[src/rtl/fx3_packet_writer.sv]
// fx3_packet_writer: streams one buffered packet of 16-bit samples onto FX3 GPIF.
// Define FX3_PKTEND_EN to pulse nPktEnd low with the final word of each packet.
module fx3_packet_writer #(
  parameter int PACKET_WORDS = 8192,
  parameter int READ_LATENCY = 2
) (
  input  logic        fx3Clk,
  input  logic        nReset,
  input  logic        collectData,
  input  logic        dataAvailable,
  input  logic [15:0] dataIn,
  input  logic        fx3Ready,
  output logic        readData,
  output logic [15:0] fx3Data,
  output logic        nSlwr,
  output logic        nPktEnd,
  output logic        streamError,
  output logic [15:0] packetCount
);

  localparam int CW = (PACKET_WORDS > 1) ? $clog2(PACKET_WORDS) : 1;
  localparam int PD = READ_LATENCY + 1;
  localparam logic [CW-1:0] LAST = CW'(PACKET_WORDS - 1);

  localparam logic [1:0] S_IDLE  = 2'd0;
  localparam logic [1:0] S_READ  = 2'd1;
  localparam logic [1:0] S_DRAIN = 2'd2;
  localparam logic [1:0] S_DONE  = 2'd3;

  logic [1:0]    r_state;
  logic [CW-1:0] r_cnt;
  logic [PD-1:0] r_vpipe;
  logic [15:0]   r_data;
  logic [15:0]   r_pkts;
  logic          r_err;

  logic          w_start;
  logic          w_read;
  logic          w_last;
  logic          w_wr;
  logic          w_head_empty;
  logic [PD-1:0] w_head;

  assign w_start = collectData & dataAvailable & fx3Ready;
  assign w_read  = (r_state == S_READ);
  assign w_last  = w_read & (r_cnt == LAST);
  assign w_wr    = r_vpipe[PD-1];

  // DONE is entered as the final strobe leaves, so the count lands right after it
  always_comb begin
    w_head         = r_vpipe;
    w_head[PD-1]   = 1'b0;
  end
  assign w_head_empty = (w_head == '0);

  always_ff @(posedge fx3Clk or negedge nReset) begin
    if (!nReset) begin
      r_state <= S_IDLE;
      r_cnt   <= '0;
      r_pkts  <= '0;
    end else begin
      unique case (r_state)
        S_IDLE: begin
          if (w_start) begin
            r_state <= S_READ;
            r_cnt   <= '0;
          end
        end
        S_READ: begin
          r_cnt <= r_cnt + CW'(1);
          if (w_last) r_state <= S_DRAIN;
        end
        S_DRAIN: begin
          if (w_head_empty) begin
            r_state <= S_DONE;
            r_pkts  <= r_pkts + 16'd1;
          end
        end
        S_DONE:  r_state <= S_IDLE;
        default: r_state <= S_IDLE;
      endcase
    end
  end

  always_ff @(posedge fx3Clk or negedge nReset) begin
    if (!nReset) begin
      r_vpipe <= '0;
      r_data  <= '0;
      r_err   <= 1'b0;
    end else begin
      r_vpipe <= PD'({r_vpipe, w_read});
      r_data  <= dataIn;
      if (w_wr & ~fx3Ready)
        r_err <= 1'b1;
      else if (!collectData)
        r_err <= 1'b0;
    end
  end

`ifdef FX3_PKTEND_EN
  logic [PD-1:0] r_lpipe;

  always_ff @(posedge fx3Clk or negedge nReset) begin
    if (!nReset) r_lpipe <= '0;
    else         r_lpipe <= PD'({r_lpipe, w_last});
  end

  assign nPktEnd = ~r_lpipe[PD-1];
`else
  assign nPktEnd = 1'b1;
`endif

  assign readData    = w_read;
  assign fx3Data     = r_data;
  assign nSlwr       = ~w_wr;
  assign streamError = r_err;
  assign packetCount = r_pkts;

endmodule

[config.mk]
export PLATFORM = sky130hd
export DESIGN_NAME = fx3_packet_writer
export DESIGN_NICKNAME = d
export VERILOG_FILES = /design/src/rtl/fx3_packet_writer.sv
export SDC_FILE = /design/constraint.sdc
export NUM_CORES = 1
export LEC_CHECK = 0
export ABC_AREA = 0
export CORE_ASPECT_RATIO = 0.5
export CORE_MARGIN = 10
export CORE_UTILIZATION = 40
export CTS_CLUSTER_DIAMETER = 120
export CTS_CLUSTER_SIZE = 24
export DETAILED_ROUTE_END_ITERATION = 10
export PLACE_DENSITY_LB_ADDON = 0.08
export SLEW_MARGIN = 15
export SYNTH_ARGS = -nofsm -noshare
export SYNTH_HDL_FRONTEND = slang
export SYNTH_SLANG_ARGS = --single-unit
[constraint.sdc]
create_clock -name fx3Clk -period 4 [get_ports fx3Clk]
set_input_delay 0.8 -clock fx3Clk [delete_from_list [all_inputs] [get_ports fx3Clk]]
set_output_delay 0.8 -clock fx3Clk [all_outputs]
set_load 0.1 [all_outputs]
* Word level (Yosys, flattened, before mapping)
Index checks and enable logic that the tools add are counted.
** Storage, ports and cells
- Flip-flop bits (word level) :: 51
- Output and inout bits :: 36
- Input port bits :: 21
- Logic and storage cells :: 36
** Cells by class
- Muxes and demuxes :: 8
- Bitwise logic cells :: 6
- $add $sub $neg :: 2
- Reductions and logical operators :: 6
- Eq/ne operators :: 8
** Operators with widths (number)
- $pmux 13 s2 :: 1
- $add 16x1->16 const B :: 1
- $add 13x1->13 const B :: 1
- $eq 13x13->1 const B :: 1
- $mux 13 :: 1
- $pmux 2 s4 :: 1
- $mux 2 :: 3
- $and 1x1->1 :: 4
- $eq 2x2->1 const B :: 2
- $ne 2x1->1 const B :: 2
- $ne 2x2->1 const B :: 2
- $reduce_and 2->1 :: 2
- $logic_not 3->1 :: 1
- $reduce_and 3->1 :: 1
- $eq 2x1->1 const B :: 1
- $logic_not 2->1 :: 1
- $mux 1 :: 2
- $not 1->1 :: 2
- $reduce_bool 2->1 :: 1

* Depth between registers and ports, before layout
- Depth after elaboration :: 4
- Mapped depth :: 7
- Mapped depth without buffers :: 6

* Worst setup path before layout
OpenSTA, ideal clock, no wires.
- Path kind :: register to register
- From :: register r_state[1]
- To :: register r_cnt[11]
- Data arrival time :: 2.240 ns
- Data required time :: 3.873 ns
- Setup time :: 0.127 ns
- Stages on the path, launching flop included :: 7
- Period minus slack after synthesis :: 2.367 ns
- Path slack :: 1.633 ns
- Buffers on the path :: 0
- Cell sequence :: dfrtp_1 -> inv_1 -> ha_1 -> nand2b_1 -> a2111oi_2 -> nand3_1 -> mux2i_1
** On the way
- Longest elaborated chain between the ends :: 3
- Elaborated cells between the ends (all ways) :: 6
- Classes of those cells :: eq/ne: 2; mux: 1; reduce/logical: 3
** Ends and longest elaborated chain
- start, declared :: RTL line 30 : logic [1:0] r_state;
- start signal, assigned :: RTL line 58 : r_state <= S_IDLE;
- start signal, assigned :: RTL line 65 : r_state <= S_READ;
- start signal, assigned :: RTL line 71 : if (w_last) r_state <= S_DRAIN;
- $eq 2x1->1 (*)
- named net readData :: RTL line 13 : output logic readData,
- $reduce_bool 2->1 (no source line)
- $reduce_and 2->1 (no source line)
- end signal, assigned :: RTL line 70 : r_cnt <= r_cnt + CW'(1);
- end, declared :: RTL line 31 : logic [CW-1:0] r_cnt;
The timed path passes the listed nets; every way through them passes the cells marked *.
A chain may end at the register's enable or synchronous reset.

* Worst setup path after layout
- From :: register r_pkts[2] (netlist: packetCount[2])
- To :: output packetCount[2]
** RTL lines
- start, declared :: RTL line 34 : logic [15:0] r_pkts;
- start signal, assigned :: RTL line 76 : r_pkts <= r_pkts + 16'd1;
- end, declared :: RTL line 18 : output logic [15:0] packetCount
No word-level cell between the ends.

==> run metrics <==
Max Slew Vio Count=0; Syn Inst Count=180; Clock transition at path regs=90 ps; worst slew pin tran=1010 ps; CTS Root Cell=clkbuf_8; post-route ant nets=0; Filler Cell Count=460; num ports=57; ranking of synthesized cells by area=dfrtp_1 (59%), xor2_1 (3.6%), ha_1 (3.5%); Data required, critical path=3200 ps; cells on worst reg2reg path=6; clock insertion delay at the later pin of the skew report=300 ps; CTS tree=yes; Async SR Flop Fraction=1.00; max_slew headroom=0.325; WHS Path Cells=1; DP Wirelength=3520 µm; FMAX=368 MHz; Setup crit start kind=flop; Mapped Nets=207; die area=0.00893 mm²; gr usage total=0.109; Worst Skew=10.1 ps; die width=124 µm; most numerous cell in the Yosys netlist=dfrtp_1; Worst EP arrival=1920 ps; reg2reg setup slack=1700 ps; routed vias/inst=4.93; unrepaired setup endpoints after global routing=no; cell taking the most area after synthesis=dfrtp_1; largest net degree at the start of global routing=47; vias=1519; Layout Cells excl Fill=308; height of the chip=72 µm; Synth Register Bits=51; R2R Path End=r_cnt[5]; WP buf/inv=1; Worst setup EP type=primary output; Area growth, synth to finish=32.2%; Final Hold Fails=0; Reg area=0.00128 mm²; total negative slack=0 ps; Worst Hold End=packetCount[15]; CP max stage cell=clkdlybuf4s50_1; I/O Buffers=55; hold path start=packetCount[15]; total grt overflow=0; Total Power=1690 µW; CTS buffer count=5; register area share after synthesis=0.590; mean post-synth cell area=12.0 µm²; Max clock buf depth=2; layout cells sized above 1=0.0882; WL final=4660 µm; H-tree lvl count=2; vias in the first global route=1491; min cycle time layout=2720 ps; MaxCap Viol Count=0; routed len/inst=15.1 µm; Hold Path Class=flop to flop; setup bufs post-CTS=0; crit-path max FO=5; slowest stage delay, CP=1170 ps; Leak=0.00128 µW; DR pass1 iterations=4; multi-input logic area=823 µm²; library cells used by synthesis=39; post-cts sizing count=0; Final Setup Violations=0; DR DRC count=0; RePlAce Congestion=0.760; power density over the cells=593 mW/mm²; Post-synth EDFFs=0; Sink Count=51; Core Rows=18; crit-path cells=clkdlybuf4s50_1; status=finished clean; initial antenna violation count=0; core area=0.00507 mm²; top_reg_cell synth=dfrtp_1; reg-to-reg startpoint=r_state[1]; CTS Hold Bufs=0; Starting Density=0.427; most frequent cells after synthesis=dfrtp_1 (51), nand2_1 (12), nand3_1 (9), xor2_1 (9), o21ai_0 (8); Mapped Area=0.00216 mm²; initial DRC count=42; critical path's top delay family=buffers and inverters; NumNets Final=264; top-area cell type share of the netlist area=0.590; Ys Warns=0; Tcrit/Tclk final=0.679; Antenna Cells=0; placed cell count=300; first-pass GRT wire length=7770 µm; VDD IR max=0.000339 V; kind of critical path=flop to primary output
-- logic make-up after synthesis --
group	share of synthesized area
AND/OR/NAND/NOR	0.167
buffers and inverters	0.0295
adder cells (fa/ha/maj)	0.0347
flip-flops	0.590
multiplexers	0.0214
XOR/XNOR	0.0648
AO/OA/AOI/OAI	0.0908
other	0.00173
-- final cells by class --
cell class / instances / area share
clock inverters: 2 / 0.00569
flip-flops and latches: 51 / 0.446
well taps: 70 / 0.0306
repair buffers: 56 / 0.193
multi-input cells: 117 / 0.288
clock buffers: 6 / 0.0289
inverters: 6 / 0.00788
-- where the power goes --
| part | switching [µW] | internal, µW | leakage (µW) |
|---|---|---|---|
| logic | 519 | 211 | 0.000576 |
| registers | 69.0 | 586 | 0.000657 |
| clock network | 169 | 141 | 0.0000474 |
| total | 757 | 938 | 0.00128 |
-- per-stage QoR --
step | hold WS [ps] | area [µm²] | setup slack [ps] | utilization
finish | 475 | 2860 | 1280 | 0.564
CTS | 479 | 2860 | 1260 | 0.564
global route | 505 | 2860 | 1200 | 0.564
detailed placement | 463 | 2760 | 1290 | 0.545
global placement | 463 | 2760 | 1410 | 0.545
floorplan | 441 | 2160 | 1630 | -
-- flip-flops by register name, summed over array words and instances (netlist names) --
signal	cells
packetCount	16
fx3Data	16
streamError	1
r_state	2
r_cnt	13
r_vpipe	3
-- metal layers --
metal | GRT usage | vias up | wire length, µm
met5 | 0 | - | 0
met2 | 0.176 | 28 | 2260
li1 | - | 737 | -
met1 | 0.138 | 752 | 2080
met3 | 0.0347 | 2 | 302
met4 | 0.0254 | 0 | 17
-- layout by cell type, fill, tap and decap left out, types with 3 or more instances in the layout --
master,count
nor3_1,5
nand2b_1,5
clkbuf_8,6
a31oi_1,3
dfrtp_1,51
o31ai_1,4
and3_1,3
xor2_1,9
o21ai_0,8
ha_1,6
nand4_1,4
nand2_1,12
and2_1,4
nor2_1,7
o21ai_1,6
inv_1,6
clkdlybuf4s50_1,53
nand3_1,9
xnor2_1,7
-- worst max-delay path by stage --
stage	startpoint	end	slack, ps	cells past startpoint
2_1_floorplan	r_state[1]	r_cnt[11]	1630	6
3_3_place_gp	collectData	r_cnt[5]	1410	5
5_1_grt	packetCount[3]	packetCount[3]	1200	1
6_report	packetCount[2]	packetCount[2]	1280	1
4_1_cts	packetCount[2]	packetCount[2]	1260	1
3_5_place_dp	collectData	r_cnt[5]	1290	5
Power figures use the tool's default switching activity.
